**src/rtl/alu_arb_pkg.sv**
```systemverilog
// rtl/alu_arb_pkg.sv - opcode constants and FSM state type for the arbitrated ALU
package alu_arb_pkg;

  localparam logic [3:0] OP_ADD = 4'b0000;
  localparam logic [3:0] OP_SUB = 4'b0001;
  localparam logic [3:0] OP_OR  = 4'b1001;
  localparam logic [3:0] OP_XOR = 4'b1010;
  localparam logic [3:0] OP_NOT = 4'b1011;
  localparam logic [3:0] OP_SHR = 4'b1100;
  localparam logic [3:0] OP_SHL = 4'b1101;
  localparam logic [3:0] OP_ROR = 4'b1110;
  localparam logic [3:0] OP_ROL = 4'b1111;

  typedef enum logic [1:0] {
    ST_IDLE = 2'd0,
    ST_EXEC = 2'd1,
    ST_DONE = 2'd2
  } state_t;

endpackage

```
**src/rtl/alu_arb_if.sv**
```systemverilog
// rtl/alu_arb_if.sv - two-requester operation bus plus result handshake
interface alu_arb_if #(
  parameter int WIDTH = 8
);
  logic             req0_valid;
  logic             req0_ready;
  logic [3:0]       req0_ctr;
  logic [WIDTH-1:0] req0_a;
  logic [WIDTH-1:0] req0_b;

  logic             req1_valid;
  logic             req1_ready;
  logic [3:0]       req1_ctr;
  logic [WIDTH-1:0] req1_a;
  logic [WIDTH-1:0] req1_b;

  logic             res_valid;
  logic             res_ready;
  logic             res_id;
  logic [WIDTH-1:0] res_o;
  logic             res_err;

  modport slave (
    input  req0_valid, req0_ctr, req0_a, req0_b,
    input  req1_valid, req1_ctr, req1_a, req1_b,
    input  res_ready,
    output req0_ready, req1_ready,
    output res_valid, res_id, res_o, res_err
  );

  modport master (
    output req0_valid, req0_ctr, req0_a, req0_b,
    output req1_valid, req1_ctr, req1_a, req1_b,
    output res_ready,
    input  req0_ready, req1_ready,
    input  res_valid, res_id, res_o, res_err
  );
endinterface

```
**src/rtl/alu_arb_core.sv**
```systemverilog
// rtl/alu_arb_core.sv - combinational operation unit alu_core; ALU_ARB_ERR_EN enables undefined-opcode flag
module alu_core
  import alu_arb_pkg::*;
#(
  parameter int WIDTH = 8
) (
  input  logic [3:0]       i_ctr,
  input  logic [WIDTH-1:0] i_a,
  input  logic [WIDTH-1:0] i_b,
  output logic [WIDTH-1:0] o_res,
  output logic             o_undef
);

  // decode opcode and compute result; add/sub wrap naturally at WIDTH bits
  always_comb begin
    o_res   = '0;
    o_undef = 1'b0;
    case (i_ctr)
      OP_ADD: o_res = i_a + i_b;
      OP_SUB: o_res = i_a - i_b;
      OP_OR:  o_res = i_a | i_b;
      OP_XOR: o_res = i_a ^ i_b;
      OP_NOT: o_res = ~i_a;
      OP_SHR: o_res = {1'b0, i_a[WIDTH-1:1]};
      OP_SHL: o_res = {i_a[WIDTH-2:0], 1'b0};
      OP_ROR: o_res = {i_a[0], i_a[WIDTH-1:1]};
      OP_ROL: o_res = {i_a[WIDTH-2:0], i_a[WIDTH-1]};
      default: begin
        o_res = '0;
`ifdef ALU_ARB_ERR_EN
        o_undef = 1'b1;
`endif
      end
    endcase
  end

endmodule

```
**src/rtl/alu_arb.sv**
```systemverilog
// rtl/alu_arb.sv - round-robin two-requester ALU, one op in flight; ALU_ARB_ERR_EN enables res_err
module alu_arb
  import alu_arb_pkg::*;
#(
  parameter int WIDTH = 8
) (
  input  logic         ck,
  input  logic         rst,
  alu_arb_if.slave     bus
);

  state_t           r_state;
  state_t           w_next;
  logic             w_gnt0;
  logic             w_gnt1;
  logic             w_accept;
  logic             r_last;
  logic [3:0]       r_ctr;
  logic [WIDTH-1:0] r_a;
  logic [WIDTH-1:0] r_b;
  logic [WIDTH-1:0] r_res;
  logic             r_res_id;
  logic             r_err;
  logic [WIDTH-1:0] w_core_res;
  logic             w_core_undef;

  // FSM state register
  always_ff @(posedge ck) begin
    if (rst) r_state <= ST_IDLE;
    else     r_state <= w_next;
  end

  // next state and grants; grants only in IDLE and never while reset is held
  always_comb begin
    w_next = r_state;
    w_gnt0 = 1'b0;
    w_gnt1 = 1'b0;
    case (r_state)
      ST_IDLE: begin
        if (!rst) begin
          w_gnt0 = bus.req0_valid && (!bus.req1_valid || r_last);
          w_gnt1 = bus.req1_valid && (!bus.req0_valid || !r_last);
          if (w_gnt0 || w_gnt1) w_next = ST_EXEC;
        end
      end
      ST_EXEC: w_next = ST_DONE;
      ST_DONE: if (bus.res_ready) w_next = ST_IDLE;
      default: w_next = ST_IDLE;
    endcase
  end

  assign w_accept       = w_gnt0 || w_gnt1;
  assign bus.req0_ready = w_gnt0;
  assign bus.req1_ready = w_gnt1;
  assign bus.res_valid  = (r_state == ST_DONE);

  // latch the winner's operands; r_last doubles as owner of the in-flight op
  always_ff @(posedge ck) begin
    if (rst) begin
      r_last <= 1'b1;
      r_ctr  <= '0;
      r_a    <= '0;
      r_b    <= '0;
    end else if (w_accept) begin
      r_last <= w_gnt1;
      r_ctr  <= w_gnt1 ? bus.req1_ctr : bus.req0_ctr;
      r_a    <= w_gnt1 ? bus.req1_a   : bus.req0_a;
      r_b    <= w_gnt1 ? bus.req1_b   : bus.req0_b;
    end
  end

  alu_core #(.WIDTH(WIDTH)) u_core (
    .i_ctr   (r_ctr),
    .i_a     (r_a),
    .i_b     (r_b),
    .o_res   (w_core_res),
    .o_undef (w_core_undef)
  );

  // register result in EXEC; held untouched through DONE until consumed
  always_ff @(posedge ck) begin
    if (rst) begin
      r_res    <= '0;
      r_res_id <= 1'b0;
      r_err    <= 1'b0;
    end else if (r_state == ST_EXEC) begin
      r_res    <= w_core_res;
      r_res_id <= r_last;
      r_err    <= w_core_undef;
    end
  end

  assign bus.res_o  = r_res;
  assign bus.res_id = r_res_id;
`ifdef ALU_ARB_ERR_EN
  assign bus.res_err = r_err;
`else
  assign bus.res_err = 1'b0;
`endif

endmodule

```
**src/flat_wrapper.sv**
```systemverilog
// flat-port wrapper written by rule: the top's interface ports become plain ports
module alu_arb_flat import alu_arb_pkg::*;
#(
  parameter int WIDTH = 8
)
  (ck, rst, bus_req0_valid, bus_req0_ctr, bus_req0_a, bus_req0_b, bus_req1_valid, bus_req1_ctr, bus_req1_a, bus_req1_b, bus_res_ready, bus_req0_ready, bus_req1_ready, bus_res_valid, bus_res_id, bus_res_o, bus_res_err);
  alu_arb_if #(.WIDTH(WIDTH)) bus_i ();
  input  logic ck;
  input  logic rst;
  input wire logic [$bits(bus_i.req0_valid)-1:0] bus_req0_valid;
  input wire logic [$bits(bus_i.req0_ctr)-1:0] bus_req0_ctr;
  input wire logic [$bits(bus_i.req0_a)-1:0] bus_req0_a;
  input wire logic [$bits(bus_i.req0_b)-1:0] bus_req0_b;
  input wire logic [$bits(bus_i.req1_valid)-1:0] bus_req1_valid;
  input wire logic [$bits(bus_i.req1_ctr)-1:0] bus_req1_ctr;
  input wire logic [$bits(bus_i.req1_a)-1:0] bus_req1_a;
  input wire logic [$bits(bus_i.req1_b)-1:0] bus_req1_b;
  input wire logic [$bits(bus_i.res_ready)-1:0] bus_res_ready;
  output wire logic [$bits(bus_i.req0_ready)-1:0] bus_req0_ready;
  output wire logic [$bits(bus_i.req1_ready)-1:0] bus_req1_ready;
  output wire logic [$bits(bus_i.res_valid)-1:0] bus_res_valid;
  output wire logic [$bits(bus_i.res_id)-1:0] bus_res_id;
  output wire logic [$bits(bus_i.res_o)-1:0] bus_res_o;
  output wire logic [$bits(bus_i.res_err)-1:0] bus_res_err;
  assign bus_i.req0_valid = bus_req0_valid;
  assign bus_i.req0_ctr = bus_req0_ctr;
  assign bus_i.req0_a = bus_req0_a;
  assign bus_i.req0_b = bus_req0_b;
  assign bus_i.req1_valid = bus_req1_valid;
  assign bus_i.req1_ctr = bus_req1_ctr;
  assign bus_i.req1_a = bus_req1_a;
  assign bus_i.req1_b = bus_req1_b;
  assign bus_i.res_ready = bus_res_ready;
  assign bus_req0_ready = bus_i.req0_ready;
  assign bus_req1_ready = bus_i.req1_ready;
  assign bus_res_valid = bus_i.res_valid;
  assign bus_res_id = bus_i.res_id;
  assign bus_res_o = bus_i.res_o;
  assign bus_res_err = bus_i.res_err;
  alu_arb #(.WIDTH(WIDTH)) u_core (.ck(ck), .rst(rst), .bus(bus_i));
endmodule
```
**config.mk**
```make
export PLATFORM = sky130hd
export DESIGN_NAME = alu_arb_flat
export DESIGN_NICKNAME = d
export VERILOG_FILES = /design/src/rtl/alu_arb_pkg.sv /design/src/rtl/alu_arb_if.sv /design/src/rtl/alu_arb_core.sv /design/src/rtl/alu_arb.sv /design/src/flat_wrapper.sv
export SDC_FILE = /design/constraint.sdc
export NUM_CORES = 1
export LEC_CHECK = 0
export CORE_MARGIN = 2
export CORE_UTILIZATION = 51
export DETAILED_ROUTE_END_ITERATION = 16
export GPL_TIMING_DRIVEN = 0
export HOLD_SLACK_MARGIN = 0.12
export PLACE_DENSITY = 0.81
export SLEW_MARGIN = 20
export SYNTH_ARGS = -nofsm -noshare
export SYNTH_HDL_FRONTEND = slang
export SYNTH_SLANG_ARGS = --single-unit
```
**constraint.sdc**
```tcl
create_clock -name ck -period 3.5 [get_ports ck]
set_clock_uncertainty 0.05 [all_clocks]
set_input_delay 0.525 -clock ck [delete_from_list [all_inputs] [get_ports ck]]
set_output_delay 0.525 -clock ck [all_outputs]
set_load 0.02 [all_outputs]
```
# [Word level (Yosys, flattened, before mapping)]
# Cells that the tools add are included.
[totals] regBits=32 inputBits=45 out_inout_bits=13
[classes] bitwise_logic=3 eq_ne=12 n_mux=11 n_addsub=2 reduce_logical=12
[ops] cell="8-bit one-hot mux with 9 select lines" count=1
[ops] cell="4-bit equality test (second input constant)" count=7
[ops] cell="8-bit two-way mux" count=2
[ops] cell="8-bit adder" count=1
[ops] cell="8-bit inverter" count=1
[ops] cell="8-bit bitwise OR" count=1
[ops] cell="8-bit subtractor" count=1
[ops] cell="8-bit bitwise XOR" count=1
[ops] cell="2-bit one-hot mux with 3 select lines" count=1
[ops] cell="4-bit by 1-bit equality test with 1-bit output (second input constant)" count=1
[ops] cell="4-bit logical NOT" count=1
[ops] cell="1-bit logical OR" count=4
[ops] cell="1-bit two-way mux" count=4
[ops] cell="2-bit two-way mux" count=2
[ops] cell="4-bit two-way mux" count=1
[ops] cell="1-bit logical NOT" count=3
[ops] cell="2-bit by 1-bit equality test with 1-bit output (second input constant)" count=1
[ops] cell="2-bit equality test (second input constant)" count=1
[ops] cell="1-bit logical AND" count=2
[ops] cell="2-bit logical NOT" count=1
[ops] cell="2-bit by 1-bit != test with 1-bit output (second input constant)" count=1
[ops] cell="2-bit != test (second input constant)" count=1
[ops] cell="2-bit AND reduction" count=1

# [Logic depth before layout (Yosys ltp)]
# Gate-level depths: netlist (run 1).
[depth] depth_word=6 mapped_depth=10 ltp_nobuf=10

# [Modules after synthesis]
# A second synthesis (run 1) with hierarchy kept.
[hier_totals] cells_unflattened=319 area_unflattened_um2=2516.2
[modules_own_cells] module="alu_arb" area_per_inst_um2=1495.2 cells_per_inst=178 seq_area_each_um2=640.6 instances=1
[modules_own_cells] module="alu_core" area_per_inst_um2=1021.0 cells_per_inst=141 seq_area_each_um2=0.0 instances=1

# [Worst setup path before layout (run 1)]
# No wires, ideal clock.
[synth_timing] path_type="register to register" from="reg u_core.r_ctr[3]" to="reg u_core.r_res[6], in the netlist u_core.bus.res_o[6]" setup_ns=0.095 synth_period_minus_slack_ns=2.547 path_buffers=1 arrival_time_ns=2.401 stages_incl_launch_ff=10 path_slack_ns=0.953 path_cell_list="dfxtp_1 > buf_6 > nor4b_4 > mux2_2 > fa_1 > nand2b_1 > a21oi_1 > o21ai_0 > mux2i_1 > a221oi_1"
[synth_via] elab_chain_cells=2 word_cells_on_any_way=10 classes_between="8 x eq/ne; 1 x mux; 1 x reduce/logical"
[synth_rtl] element="from (decl)" line="alu_arb.sv:18" rtl="logic [3:0] r_ctr;"
[synth_rtl] element="from (signal assigned)" line="alu_arb.sv:66" rtl="r_ctr <= w_gnt1 ? bus.req1_ctr : bus.req0_ctr;"
[synth_rtl] element="4-bit equality test, or another cell as far along" line="alu_arb_core.sv:18" rtl="case (i_ctr)"
[synth_rtl] element="8-bit one-hot mux with 9 select lines *" line="alu_arb_core.sv:18"
[synth_rtl] element="to (signal assigned)" line="alu_arb.sv:87" rtl="r_res <= w_core_res;"
[synth_rtl] element="to (decl)" line="alu_arb.sv:21" rtl="logic [WIDTH-1:0] r_res;"
# Mark *: on every way between the ends. The rest lies on a longest branch, timed or not.
# A chain may end at the register's enable or synchronous reset.

# [Final worst setup path (run 1)]
[layout_timing] from="reg u_core.r_ctr[1]" to="reg u_core.r_res[6], in the netlist u_core.bus.res_o[6]"
# The elaborated chain is that of the path after synthesis.

==> run_results.csv, run 1 <==
group,metric,value,unit
run,max-cap-violations,0,
worst_setup_path,reg2reg_slack,0.56,ns
timing,relSlewSlack,65.41,%
yosys,synthesis.instances,292,
grt,first_global_vias,2235,
timing,finalSetupTns,0,ns
timing,maxSlewViolCount,0,
yosys,ys_seq_area_share,25.52,%
power,cell_internal_pwr,951.5,µW
hold_path,hold_end,"u_core.bus.res_o[2]",
grt,grt.met1_usage,32.39,%
power,power_frac_clock,23.9,%
clock_tree,clk_latency,0.30,ns
timing,fmaxAchievable,339.8,MHz
timing,finalCritPeriodShare,84.09,%
clock_tree,max-clock-path-buffers,2,
grt,gr-usage-all-layers,25.18,%
power,power.switching_fraction,36.10,%
clock_tree,tritoncts,"built",
yosys,syn-cell-area,2510,µm²
worst_setup_path,timing.critical_path.to_type,"flip-flop",
yosys,postSynthRegisterBits,32,
clock_tree,ctsResizeCount,0,
drt,drcViolationCount,0,
floorplanning,die_footprint,5498,µm²
worst_setup_path,critical_path_peak_fanout,10,
worst_setup_path,r2r_cells,9,
grt,largest_net_degree_at_the_start_of_global_routing,11,
hold_path,hp-class,"flip-flop to flip-flop",
drt,routed_wl,6658,µm
drt,first_pass_iters,4,
timing,fin_crit,2.943,ns
layout,drive_above_1_share,9.859,%
power,power.share.sequential,30.2,%
drt,routed_wire_length_per_instance,15.78,µm
worst_setup_path,r2r_start,"u_core.r_ctr[1]",
layout,num-nets-final,416,
worst_setup_path,critical_path_required,3.64,ns
timing,setup-violations-final,0,
worst_setup_path,crit_path_cell_trace,"buf_6 > nor4b_4 > mux2_2 > fa_1 > nand2b_1 > a21oi_1 > o21ai_0 > mux2i_1 > a221oi_1",
layout,layout.cell_area.non_filler,3252,µm²
floorplanning,die_y,74.15,µm
placed_design,place_inst,414,
timing,rsz0062_at_grt,"false",
worst_setup_path,worst-path-buf-inv,1,
layout,fin_util,68.85,%
floorplanning,core_region_area,4723,µm²
drt,drt_iter0_markers,205,
drt,final_ant_viol_nets,0,
yosys,yosysWarningCount,0,
worst_setup_path,cpMaxStageDelayCell,"sky130_fd_sc_hd__nor4b_4",
clock_tree,clk_pin_slew,0.07,ns
power,switching_power_summed_over_all_nets,537.5,µW
layout,final-instance-count-excl-fill,422,
grt,grt_antenna_before_repair,0,
floorplanning,row_count,25,
clock_tree,cts_max_level,2,
timing,hold_vio_cnt_final,0,
grt,grt_overflow_total,0,
grt,global_route.usage.met3,5.962,%
clock_tree,numClockSinks,32,
yosys,postSynth.asyncResetShare,0,%
power,share_comb_of_total_power,45.9,%
power,power_leakage,0.001183,µW
worst_setup_path,cp_slowest_stage_delay,0.50,ns
worst_setup_path,critical_path.startpoint_type,"flip-flop",
yosys,syn_avg_cell_area,8.596,µm²
floorplanning,ioPinCount,58,
drt,route.vias.total,2458,
clock_tree,cts_setup_buffers,0,
hold_path,timing.hold.worst.start,"u_core.bus.res_o[2]",
yosys,post_synth_num_cell_types,56,
grt,globalRoute.busiestLayer,"met2",
power,ir_worst_vdd,0.2213,mV
yosys,syn-num-nets,354,
grt,met2_usage,40.87,%
worst_setup_path,crit_type,"flip-flop to flip-flop",
clock_tree,ctsHoldBuffers,0,
placed_design,place_congestion,0.9293,
placed_design,port_buffers,55,
worst_setup_path,worst-endpoint-arrival,3.08,ns
timing,postLayoutSetupSlackWorst,0.5568,ns
clock_tree,cts_made_buffers,5,
power,power_density,457.9,nW/µm²
clock_tree,root_buffer,"sky130_fd_sc_hd__clkbuf_8",
grt,grt_first_pass_wirelength,10440,µm
floorplanning,die_width,74.15,µm
yosys,edff_count_synth,0,
timing,worst-slew-pin-transition,0.5188,ns
floorplanning,initial_utilization,53.14,%
layout,flow.area_growth_from_synthesis,29.56,%
placed_design,post_dp_cell_area,3144,µm²
worst_setup_path,critical_path.top_delay_family,"simple AND/OR/NAND/NOR gates",
hold_path,worst_hold_path.num_cells,2,
placed_design,detailedPlacementHpwl,5243,µm
worst_setup_path,timing.rr.end,"u_core.bus.res_o[6]",
drt,drt-vias-per-instance,5.825,
yosys,ys.flop_type,"sky130_fd_sc_hd__dfxtp_1",
run_status,outcome,"finished, final reports clean",
placed_design,pre_cts_setup_slack,0.6028,ns
layout,insertedDiodeCount,0,
==> placed cells by master, fill, tap and decap left out, types with 3 or more instances in the layout <==
| cell type | count |
|---|---|
| sky130_fd_sc_hd__nand3_1 | 3 |
| sky130_fd_sc_hd__o21ai_0 | 8 |
| sky130_fd_sc_hd__a21oi_1 | 10 |
| sky130_fd_sc_hd__clkdlybuf4s50_1 | 55 |
| sky130_fd_sc_hd__ha_1 | 16 |
| sky130_fd_sc_hd__nor2b_1 | 7 |
| sky130_fd_sc_hd__inv_1 | 20 |
| sky130_fd_sc_hd__dfxtp_1 | 32 |
| sky130_fd_sc_hd__nor4_1 | 3 |
| sky130_fd_sc_hd__a21o_1 | 4 |
| sky130_fd_sc_hd__nand2_1 | 16 |
| sky130_fd_sc_hd__mux2_2 | 3 |
| sky130_fd_sc_hd__clkbuf_8 | 5 |
| sky130_fd_sc_hd__buf_6 | 6 |
| sky130_fd_sc_hd__nor3_1 | 5 |
| sky130_fd_sc_hd__a211o_1 | 4 |
| sky130_fd_sc_hd__mux2i_1 | 29 |
| sky130_fd_sc_hd__nor2_1 | 32 |
| sky130_fd_sc_hd__a211oi_1 | 21 |
| sky130_fd_sc_hd__nand2b_1 | 7 |
| sky130_fd_sc_hd__xnor2_1 | 6 |
| sky130_fd_sc_hd__o22ai_1 | 4 |
| sky130_fd_sc_hd__buf_4 | 3 |
| sky130_fd_sc_hd__clkbuf_1 | 11 |
==> state kept, by name, summed over array words and instances (netlist names) <==
| register | flops |
|---|---|
| u_core.r_b | 8 |
| u_core.bus.res_id | 1 |
| u_core.r_state | 2 |
| u_core.r_a | 8 |
| u_core.bus.res_o | 8 |
| u_core.r_ctr | 4 |
| u_core.r_last | 1 |
==> synthesized netlist by cell type, types with 2 or more instances <==
cell type                  number  area [µm²]
sky130_fd_sc_hd__clkbuf_1      10       37.54
sky130_fd_sc_hd__buf_2          2       10.01
sky130_fd_sc_hd__xnor2_1        6       52.55
sky130_fd_sc_hd__a211o_1        4       35.03
sky130_fd_sc_hd__o211ai_1       2       15.01
sky130_fd_sc_hd__dfxtp_1       32       640.6
sky130_fd_sc_hd__nand3_1        3       15.01
sky130_fd_sc_hd__nor2b_1        7       43.79
sky130_fd_sc_hd__nor4_1         3       18.77
sky130_fd_sc_hd__mux2_2         3       33.78
sky130_fd_sc_hd__a21oi_2        2       17.52
sky130_fd_sc_hd__nor3_1         5       25.02
sky130_fd_sc_hd__nand2b_1       7       43.79
sky130_fd_sc_hd__buf_6          6       67.56
sky130_fd_sc_hd__a31oi_1        2       12.51
sky130_fd_sc_hd__nor2_1        32       120.1
sky130_fd_sc_hd__a221oi_1       2       17.52
sky130_fd_sc_hd__ha_1          16       200.2
sky130_fd_sc_hd__inv_1         20       75.07
sky130_fd_sc_hd__o21ai_0        8       40.04
sky130_fd_sc_hd__mux2i_1       29       290.3
sky130_fd_sc_hd__nor4b_1        2       17.52
sky130_fd_sc_hd__and2_0         2       12.51
sky130_fd_sc_hd__o22ai_1        4       25.02
sky130_fd_sc_hd__o21a_1         2       15.01
sky130_fd_sc_hd__nand2_1       16       60.06
sky130_fd_sc_hd__mux4_2         2       45.04
sky130_fd_sc_hd__a211oi_1      21       157.7
sky130_fd_sc_hd__a21oi_1       10       50.05
sky130_fd_sc_hd__buf_4          3       22.52
sky130_fd_sc_hd__a21o_1         4       30.03
==> how the worst max path moves through the flow <==
| stage | from | endpoint | slack [ns] | depth (start not counted) |
|---|---|---|---|---|
| floorplan | u_core.r_ctr[3] | u_core.bus.res_o[6] | 0.95 | 9 |
| global placement | bus_req0_valid | bus_req0_ready | 0.63 | 5 |
| detailed placement | u_core.r_ctr[3] | u_core.bus.res_o[6] | 0.60 | 9 |
| CTS | u_core.r_ctr[1] | u_core.bus.res_o[6] | 0.57 | 9 |
| global route | u_core.r_ctr[1] | u_core.bus.res_o[6] | 0.40 | 9 |
| finish | u_core.r_ctr[1] | u_core.bus.res_o[6] | 0.56 | 9 |
==> tightest hold or removal path, stage by stage, from the launching register on <==
cell                      delay [ns]
sky130_fd_sc_hd__dfxtp_1        0.31
sky130_fd_sc_hd__nand2_1        0.05
sky130_fd_sc_hd__a21oi_1        0.05
==> logic make-up after synthesis <==
group                    count (synthesis)  share of synthesized area [%]
buffers and inverters                   41                          8.474
multiplexers                            35                          15.15
adder cells (fa/ha/maj)                 17                          8.774
other                                    1                         0.1494
flip-flops                              32                          25.52
AND/OR/NAND/NOR                         88                          18.74
XOR/XNOR                                 8                          3.091
AO/OA/AOI/OAI                           70                          20.09
==> power groups by stage <==
stage	Clock (µW)	Combinational, µW	Sequential (µW)
2_1_floorplan	0	472	458
5_1_grt	374	742	453
3_5_place_dp	0	672	456
3_3_place_gp	0	653	455
4_1_cts	357	677	448
6_report	356	683	450
==> layout make-up <==
cell class	count	area, µm²
Sequential cell	32	640.6
Multi-Input combinational cell	219	1657
Timing Repair Buffer	55	550.5
Fill cell	403	1471
Buffer	21	137.6
Clock buffer	6	72.57
Tap cell	67	83.83
Clock inverter	2	35.03
Inverter	20	75.07
==> metal layers <==
layer | part of all wire [%] | vias to the layer above
met1 | 42 | 1127
met2 | 47 | 131
li1 | - | 1174
met4 | 3.5 | 0
met3 | 7.9 | 26
met5 | 0 | -
==> per-stage QoR <==
stage	power (µW)	hold WS, ns
2_1_floorplan	929.9	0.4505
4_1_cts	1482	0.4022
5_1_grt	1569	0.4121
3_5_place_dp	1129	0.3937
6_report	1489	0.3991
3_3_place_gp	1108	0.3879
Power figures use the tool's default switching activity.
==> inputs of run 2 (changes only) <==
--- a/config.mk
+++ b/config.mk
@@ -6,11 +6,11 @@
 export NUM_CORES = 1
 export LEC_CHECK = 0
 export CORE_MARGIN = 2
-export CORE_UTILIZATION = 51
+export CORE_UTILIZATION = 46
 export DETAILED_ROUTE_END_ITERATION = 16
 export GPL_TIMING_DRIVEN = 0
 export HOLD_SLACK_MARGIN = 0.12
-export PLACE_DENSITY = 0.81
+export PLACE_DENSITY = 0.77
 export SLEW_MARGIN = 20
 export SYNTH_ARGS = -nofsm -noshare
 export SYNTH_HDL_FRONTEND = slang
==> constraint.sdc (replaced) <==
create_clock -name ck -period 2.65 [get_ports ck]
set_clock_uncertainty 0.05 [all_clocks]
set_input_delay 0.3975 -clock ck [delete_from_list [all_inputs] [get_ports ck]]
set_output_delay 0.3975 -clock ck [all_outputs]
set_load 0.02 [all_outputs]
==> run_results.csv, run 2 (synthesized netlist as in run 1, its figures left out) <==
group,metric,value,unit
layout,commonest_non_fill_non_tap_cells_in_the_layout,"sky130_fd_sc_hd__clkdlybuf4s50_1, sky130_fd_sc_hd__nor2_1, sky130_fd_sc_hd__dfxtp_1, sky130_fd_sc_hd__mux2i_1, sky130_fd_sc_hd__a211oi_1",
floorplanning,die_y,77.87,µm
worst_setup_path,timing.critical_path.to_type,"primary output",
layout,insertedDiodeCount,0,
grt,grt_overflow_total,0,
worst_setup_path,critical_path_peak_fanout,10,
power,power_leakage,0.001196,µW
placed_design,port_buffers,55,
grt,grt_antenna_before_repair,0,
drt,routed_wire_length_per_instance,15.44,µm
worst_setup_path,critical_path_required,2.20,ns
run_status,outcome,"finished, final reports clean",
layout,fillers,444,
floorplanning,initial_utilization,48.52,%
clock_tree,ctsHoldBuffers,0,
floorplanning,die_width,77.87,µm
drt,drt-vias-per-instance,5.566,
floorplanning,ioPinCount,58,
timing,hold_vio_cnt_final,0,
worst_setup_path,r2r_cells,10,
layout,flow.area_growth_from_synthesis,30.76,%
grt,first_global_vias,2428,
placed_design,detailedPlacementHpwl,5255,µm
floorplanning,core_region_area,5172,µm²
placed_design,pre_cts_setup_slack,-0.1646,ns
grt,grt_first_pass_wirelength,11270,µm
layout,final-instance-count-excl-fill,426,
hold_path,hp-class,"flip-flop to flip-flop",
timing,worst-slew-pin-transition,0.6965,ns
clock_tree,max-clock-path-buffers,2,
timing,relSlewSlack,53.57,%
power,ir_worst_vdd,0.2871,mV
layout,num-nets-final,418,
drt,dr.max_layer_used,"met4",
worst_setup_path,critical_path.startpoint_type,"primary input",
drt,first_pass_iters,4,
clock_tree,root_buffer,"sky130_fd_sc_hd__clkbuf_8",
drt,route.met3.wl,389,µm
timing,fin_crit,2.585,ns
power,total_power,1911,µW
timing,postLayoutSetupSlackWorst,0.06547,ns
timing,rsz0062_at_grt,"true",
drt,final_ant_viol_nets,0,
layout,most_common_cell_after_layout_fill_and_taps_aside,"sky130_fd_sc_hd__clkdlybuf4s50_1",
clock_tree,tritoncts,"built",
drt,drcViolationCount,0,
power,power_density,582.2,nW/µm²
clock_tree,clk_pin_slew,0.06,ns
worst_setup_path,worst-endpoint-arrival,2.14,ns
clock_tree,cts_max_level,2,
clock_tree,numClockSinks,32,
placed_design,place_congestion,0.9164,
timing,setup-violations-final,0,
timing,fmaxAchievable,386.9,MHz
grt,gr-usage-all-layers,23.43,%
drt,m1WireLength,2786,µm
drt,route.vias.total,2371,
hold_path,worst_hold_path.num_cells,2,
floorplanning,row_count,26,
grt,largest_net_degree_at_the_start_of_global_routing,11,
timing,finalCritPeriodShare,97.53,%
timing,fin_worst_hold_slack,0.3987,ns
drt,drt_iter0_markers,204,
drt,wl_met2,3283,µm
timing,maxSlewViolCount,0,
placed_design,place_inst,417,
drt,routed_wl,6579,µm
run,max-cap-violations,0,
clock_tree,cts_made_buffers,5,
layout,drive_above_1_share,11.80,%
floorplanning,die_footprint,6063,µm²
worst_setup_path,crit_type,"primary input to primary output",
clock_tree,clk_latency,0.28,ns
run 2: metrics by stage:
stage               instance area (µm²)   TNS, ns  util [%]
floorplan                          2510         0         -
detailed placement                 3148   -0.3197     60.86
CTS                                3254         0     62.92
global route                       3282  -0.04475     63.45
finish                             3282         0     63.45
global placement                   3148   -0.1965     60.86
run 2: where the power goes:
part / internal (µW) / switching (µW) / leakage [µW]
clock: 231 / 174 / 0.0000503
sequential: 536 / 57.3 / 0.000262
combinational: 454 / 459 / 0.000884
run 2: worst paths after layout:
| check | from | end | slack, ns |
|---|---|---|---|
| min reg2reg | u_core.bus.res_o[2] | u_core.bus.res_o[2] | 0.40 |
| max reg2reg | u_core.r_ctr[3] | u_core.bus.res_o[3] | 0.10 |
| min | u_core.bus.res_o[2] | u_core.bus.res_o[2] | 0.40 |
| max | bus_req0_valid | bus_req0_ready | 0.07 |
run 2: layout make-up:
type	instances	area [µm²]	share of cell area [%]
sequential	32	640.6	19.52
multi-input combinational	219	1679	51.16
clock buffer	7	96.34	2.936
inverter	20	75.07	2.287
timing repair buffer	57	565.5	17.23
tap	70	87.58	2.669
buffer	21	137.6	4.194
run 2: critical path, stage by stage:
cell and delay [ns]:
sky130_fd_sc_hd__clkdlybuf4s50_1 0.48, sky130_fd_sc_hd__nand2_1 0.10, sky130_fd_sc_hd__nor3_4 0.31, sky130_fd_sc_hd__buf_6 0.23
sky130_fd_sc_hd__clkdlybuf4s50_1 0.62
run 2: what timing repair did:
item / CTS / global route
gates resized for setup: 1 / 5
setup buffers: 1 / 1
endpoints found under the setup margin: 4 / 4
pin swaps: 1 / 3
run 2: metal layers:
metal	track usage, %	vias up
met2	41.38	72
met3	3.953	11
met1	28.03	1114
li1	-	1174
met4	9.286	0
met5	0	-
==> inputs of run 3 (changes only) <==
--- a/config.mk
+++ b/config.mk
@@ -6,11 +6,11 @@
 export NUM_CORES = 1
 export LEC_CHECK = 0
 export CORE_MARGIN = 2
-export CORE_UTILIZATION = 46
+export CORE_UTILIZATION = 51
 export DETAILED_ROUTE_END_ITERATION = 16
 export GPL_TIMING_DRIVEN = 0
 export HOLD_SLACK_MARGIN = 0.12
-export PLACE_DENSITY = 0.77
+export PLACE_DENSITY = 0.81
 export SLEW_MARGIN = 20
 export SYNTH_ARGS = -nofsm -noshare
 export SYNTH_HDL_FRONTEND = slang
==> constraint.sdc (replaced) <==
create_clock -name ck -period 2.8 [get_ports ck]
set_clock_uncertainty 0.05 [all_clocks]
set_input_delay 0.42 -clock ck [delete_from_list [all_inputs] [get_ports ck]]
set_output_delay 0.42 -clock ck [all_outputs]
set_load 0.02 [all_outputs]
==> run_results.csv, run 3 (synthesized netlist as in run 1, its figures left out) <==
group,metric,value,unit
run_status,outcome,"finished, final reports clean",
layout,layout.cell_area.non_filler,3269,µm²
timing,postLayoutSetupSlackWorst,0.09171,ns
clock_tree,cts_max_level,2,
layout,area_used_by_multi_input_combinational_logic,1667,µm²
timing,fmaxAchievable,369.2,MHz
layout,final-instance-count-excl-fill,423,
clock_tree,numClockSinks,32,
placed_design,post_dp_cell_area,3144,µm²
worst_setup_path,critical_path_peak_fanout,10,
placed_design,pre_cts_setup_slack,-0.09717,ns
timing,rsz0062_at_grt,"false",
hold_path,hp-class,"flip-flop to flip-flop",
grt,grt_first_pass_wirelength,10530,µm
floorplanning,die_y,74.15,µm
drt,route.vias.total,2445,
hold_path,hold_end,"u_core.bus.res_o[2]",
drt,drt_iter0_markers,175,
clock_tree,max-clock-path-buffers,2,
grt,gr-usage-all-layers,25.41,%
worst_setup_path,worst-endpoint-arrival,2.24,ns
timing,finalCritPeriodShare,96.72,%
placed_design,detailedPlacementHpwl,5243,µm
drt,first_pass_iters,5,
worst_setup_path,critical_path.startpoint_type,"primary input",
worst_setup_path,critical_path_required,2.33,ns
drt,drcViolationCount,0,
run,max-cap-violations,0,
grt,first_global_vias,2247,
worst_setup_path,r2r_start,"u_core.r_ctr[1]",
grt,grt_overflow_total,0,
clock_tree,clk_latency,0.30,ns
floorplanning,die_footprint,5498,µm²
placed_design,port_buffers,55,
drt,drt-vias-per-instance,5.780,
floorplanning,ioPinCount,58,
layout,register_area,640.6,µm²
timing,hold_vio_cnt_final,0,
layout,drive_above_1_share,10.67,%
drt,routed_wl,6720,µm
timing,fin_crit,2.708,ns
floorplanning,die_width,74.15,µm
worst_setup_path,reg2reg_slack,0.11,ns
timing,worst-slew-pin-transition,0.5545,ns
drt,final_ant_viol_nets,0,
grt,grt_antenna_before_repair,0,
layout,insertedDiodeCount,0,
drt,routed_wire_length_per_instance,15.89,µm
hold_path,timing.hold.worst.start,"u_core.bus.res_o[2]",
floorplanning,row_count,25,
timing,fin_worst_hold_slack,0.3991,ns
power,power_leakage,0.001189,µW
power,ir_worst_vdd,0.2724,mV
floorplanning,core_region_area,4723,µm²
placed_design,place_congestion,0.9293,
clock_tree,cts_made_buffers,5,
clock_tree,root_buffer,"sky130_fd_sc_hd__clkbuf_8",
worst_setup_path,timing.rr.end,"u_core.bus.res_o[5]",
layout,most_common_cell_after_layout_fill_and_taps_aside,"sky130_fd_sc_hd__clkdlybuf4s50_1",
clock_tree,clk_pin_slew,0.06,ns
layout,flow.area_growth_from_synthesis,30.26,%
hold_path,worst_hold_path.num_cells,2,
grt,largest_net_degree_at_the_start_of_global_routing,11,
timing,relSlewSlack,63.04,%
worst_setup_path,r2r_cells,10,
power,power_density,574.5,nW/µm²
clock_tree,ctsHoldBuffers,0,
layout,num-nets-final,417,
timing,setup-violations-final,0,
clock_tree,tritoncts,"built",
floorplanning,initial_utilization,53.14,%
worst_setup_path,crit_type,"primary input to primary output",
timing,maxSlewViolCount,0,
worst_setup_path,timing.critical_path.to_type,"primary output",
layout,fillers,398,
layout,commonest_non_fill_non_tap_cells_in_the_layout,"sky130_fd_sc_hd__clkdlybuf4s50_1, sky130_fd_sc_hd__nor2_1, sky130_fd_sc_hd__dfxtp_1, sky130_fd_sc_hd__mux2i_1, sky130_fd_sc_hd__a211oi_1",
placed_design,place_inst,414,
==> run 3: cell types whose count changed in the layout (fill, tap and decap cells not counted), sizes merged <==
cell	previous run	this run
buf	13	12
bufinv	0	1
clkbuf	17	16
clkinv	0	1
==> run 3: layout make-up <==
type	instances	area share [%]
Multi-Input combinational cell	219	50.98
Sequential cell	32	19.59
Timing Repair Buffer	56	17.07
Buffer	21	4.210
Tap cell	67	2.564
Inverter	20	2.296
Clock buffer	6	2.220
Clock inverter	2	1.072
==> run 3: what timing repair did <==
action                                  4_1_cts  5_1_grt
pin swaps                                     1        0
hold endpoints to repair                      0        0
buffers inserted                              1        0
endpoints found under the setup margin        2        1
resized for setup                             0        3
==> run 3: stage by stage <==
step / util (%) / total power, µW / TNS (ns)
final: 69.22 / 1878 / 0
after global routing: 69.22 / 1978 / 0
after detailed placement: 66.57 / 1411 / -0.1287
after CTS: 69.01 / 1855 / 0
after floorplan: - / 1162 / 0
after global placement: 66.57 / 1385 / -0.02290
==> run 3: power by group <==
part / switching (µW) / total, µW / internal [µW]
clock: 182 / 445 / 264
sequential: 55.4 / 562 / 507
combinational: 446 / 871 / 424
total: 683 / 1880 / 1200
==> run 3: worst max-delay path, stage by stage <==
cell	delay, ns
sky130_fd_sc_hd__clkdlybuf4s50_1	0.50
sky130_fd_sc_hd__nand2_1	0.11
sky130_fd_sc_hd__nor3_4	0.35
sky130_fd_sc_hd__buf_6	0.23
sky130_fd_sc_hd__clkdlybuf4s50_1	0.62
==> run 3: how the worst max path moves through the flow <==
stage / startpoint / end / slack [ns] / cells after the start
2_1_floorplan: u_core.r_ctr[3] / u_core.bus.res_o[6] / 0.25 / 9
3_3_place_gp: u_core.r_ctr[3] / u_core.bus.res_o[6] / -0.02 / 9
3_5_place_dp: u_core.r_ctr[3] / u_core.bus.res_o[6] / -0.1 / 9
4_1_cts: u_core.r_ctr[1] / u_core.bus.res_o[6] / 0.06 / 9
5_1_grt: u_core.r_ctr[1] / u_core.bus.res_o[6] / 0.0004 / 9
6_report: bus_req0_valid / bus_req0_ready / 0.09 / 5
==> run 3: per-layer routing <==
metal / wire [µm] / global-route usage (%) / vias to the layer above / share of wire [%]
met5: 0 / 0 / - / 0
met3: 478 / 5.691 / 23 / 7.1
li1: - / - / 1174 / -
met2: 3152 / 41.87 / 112 / 47
met4: 206 / 9.495 / 0 / 3.1
met1: 2882 / 32.56 / 1136 / 43
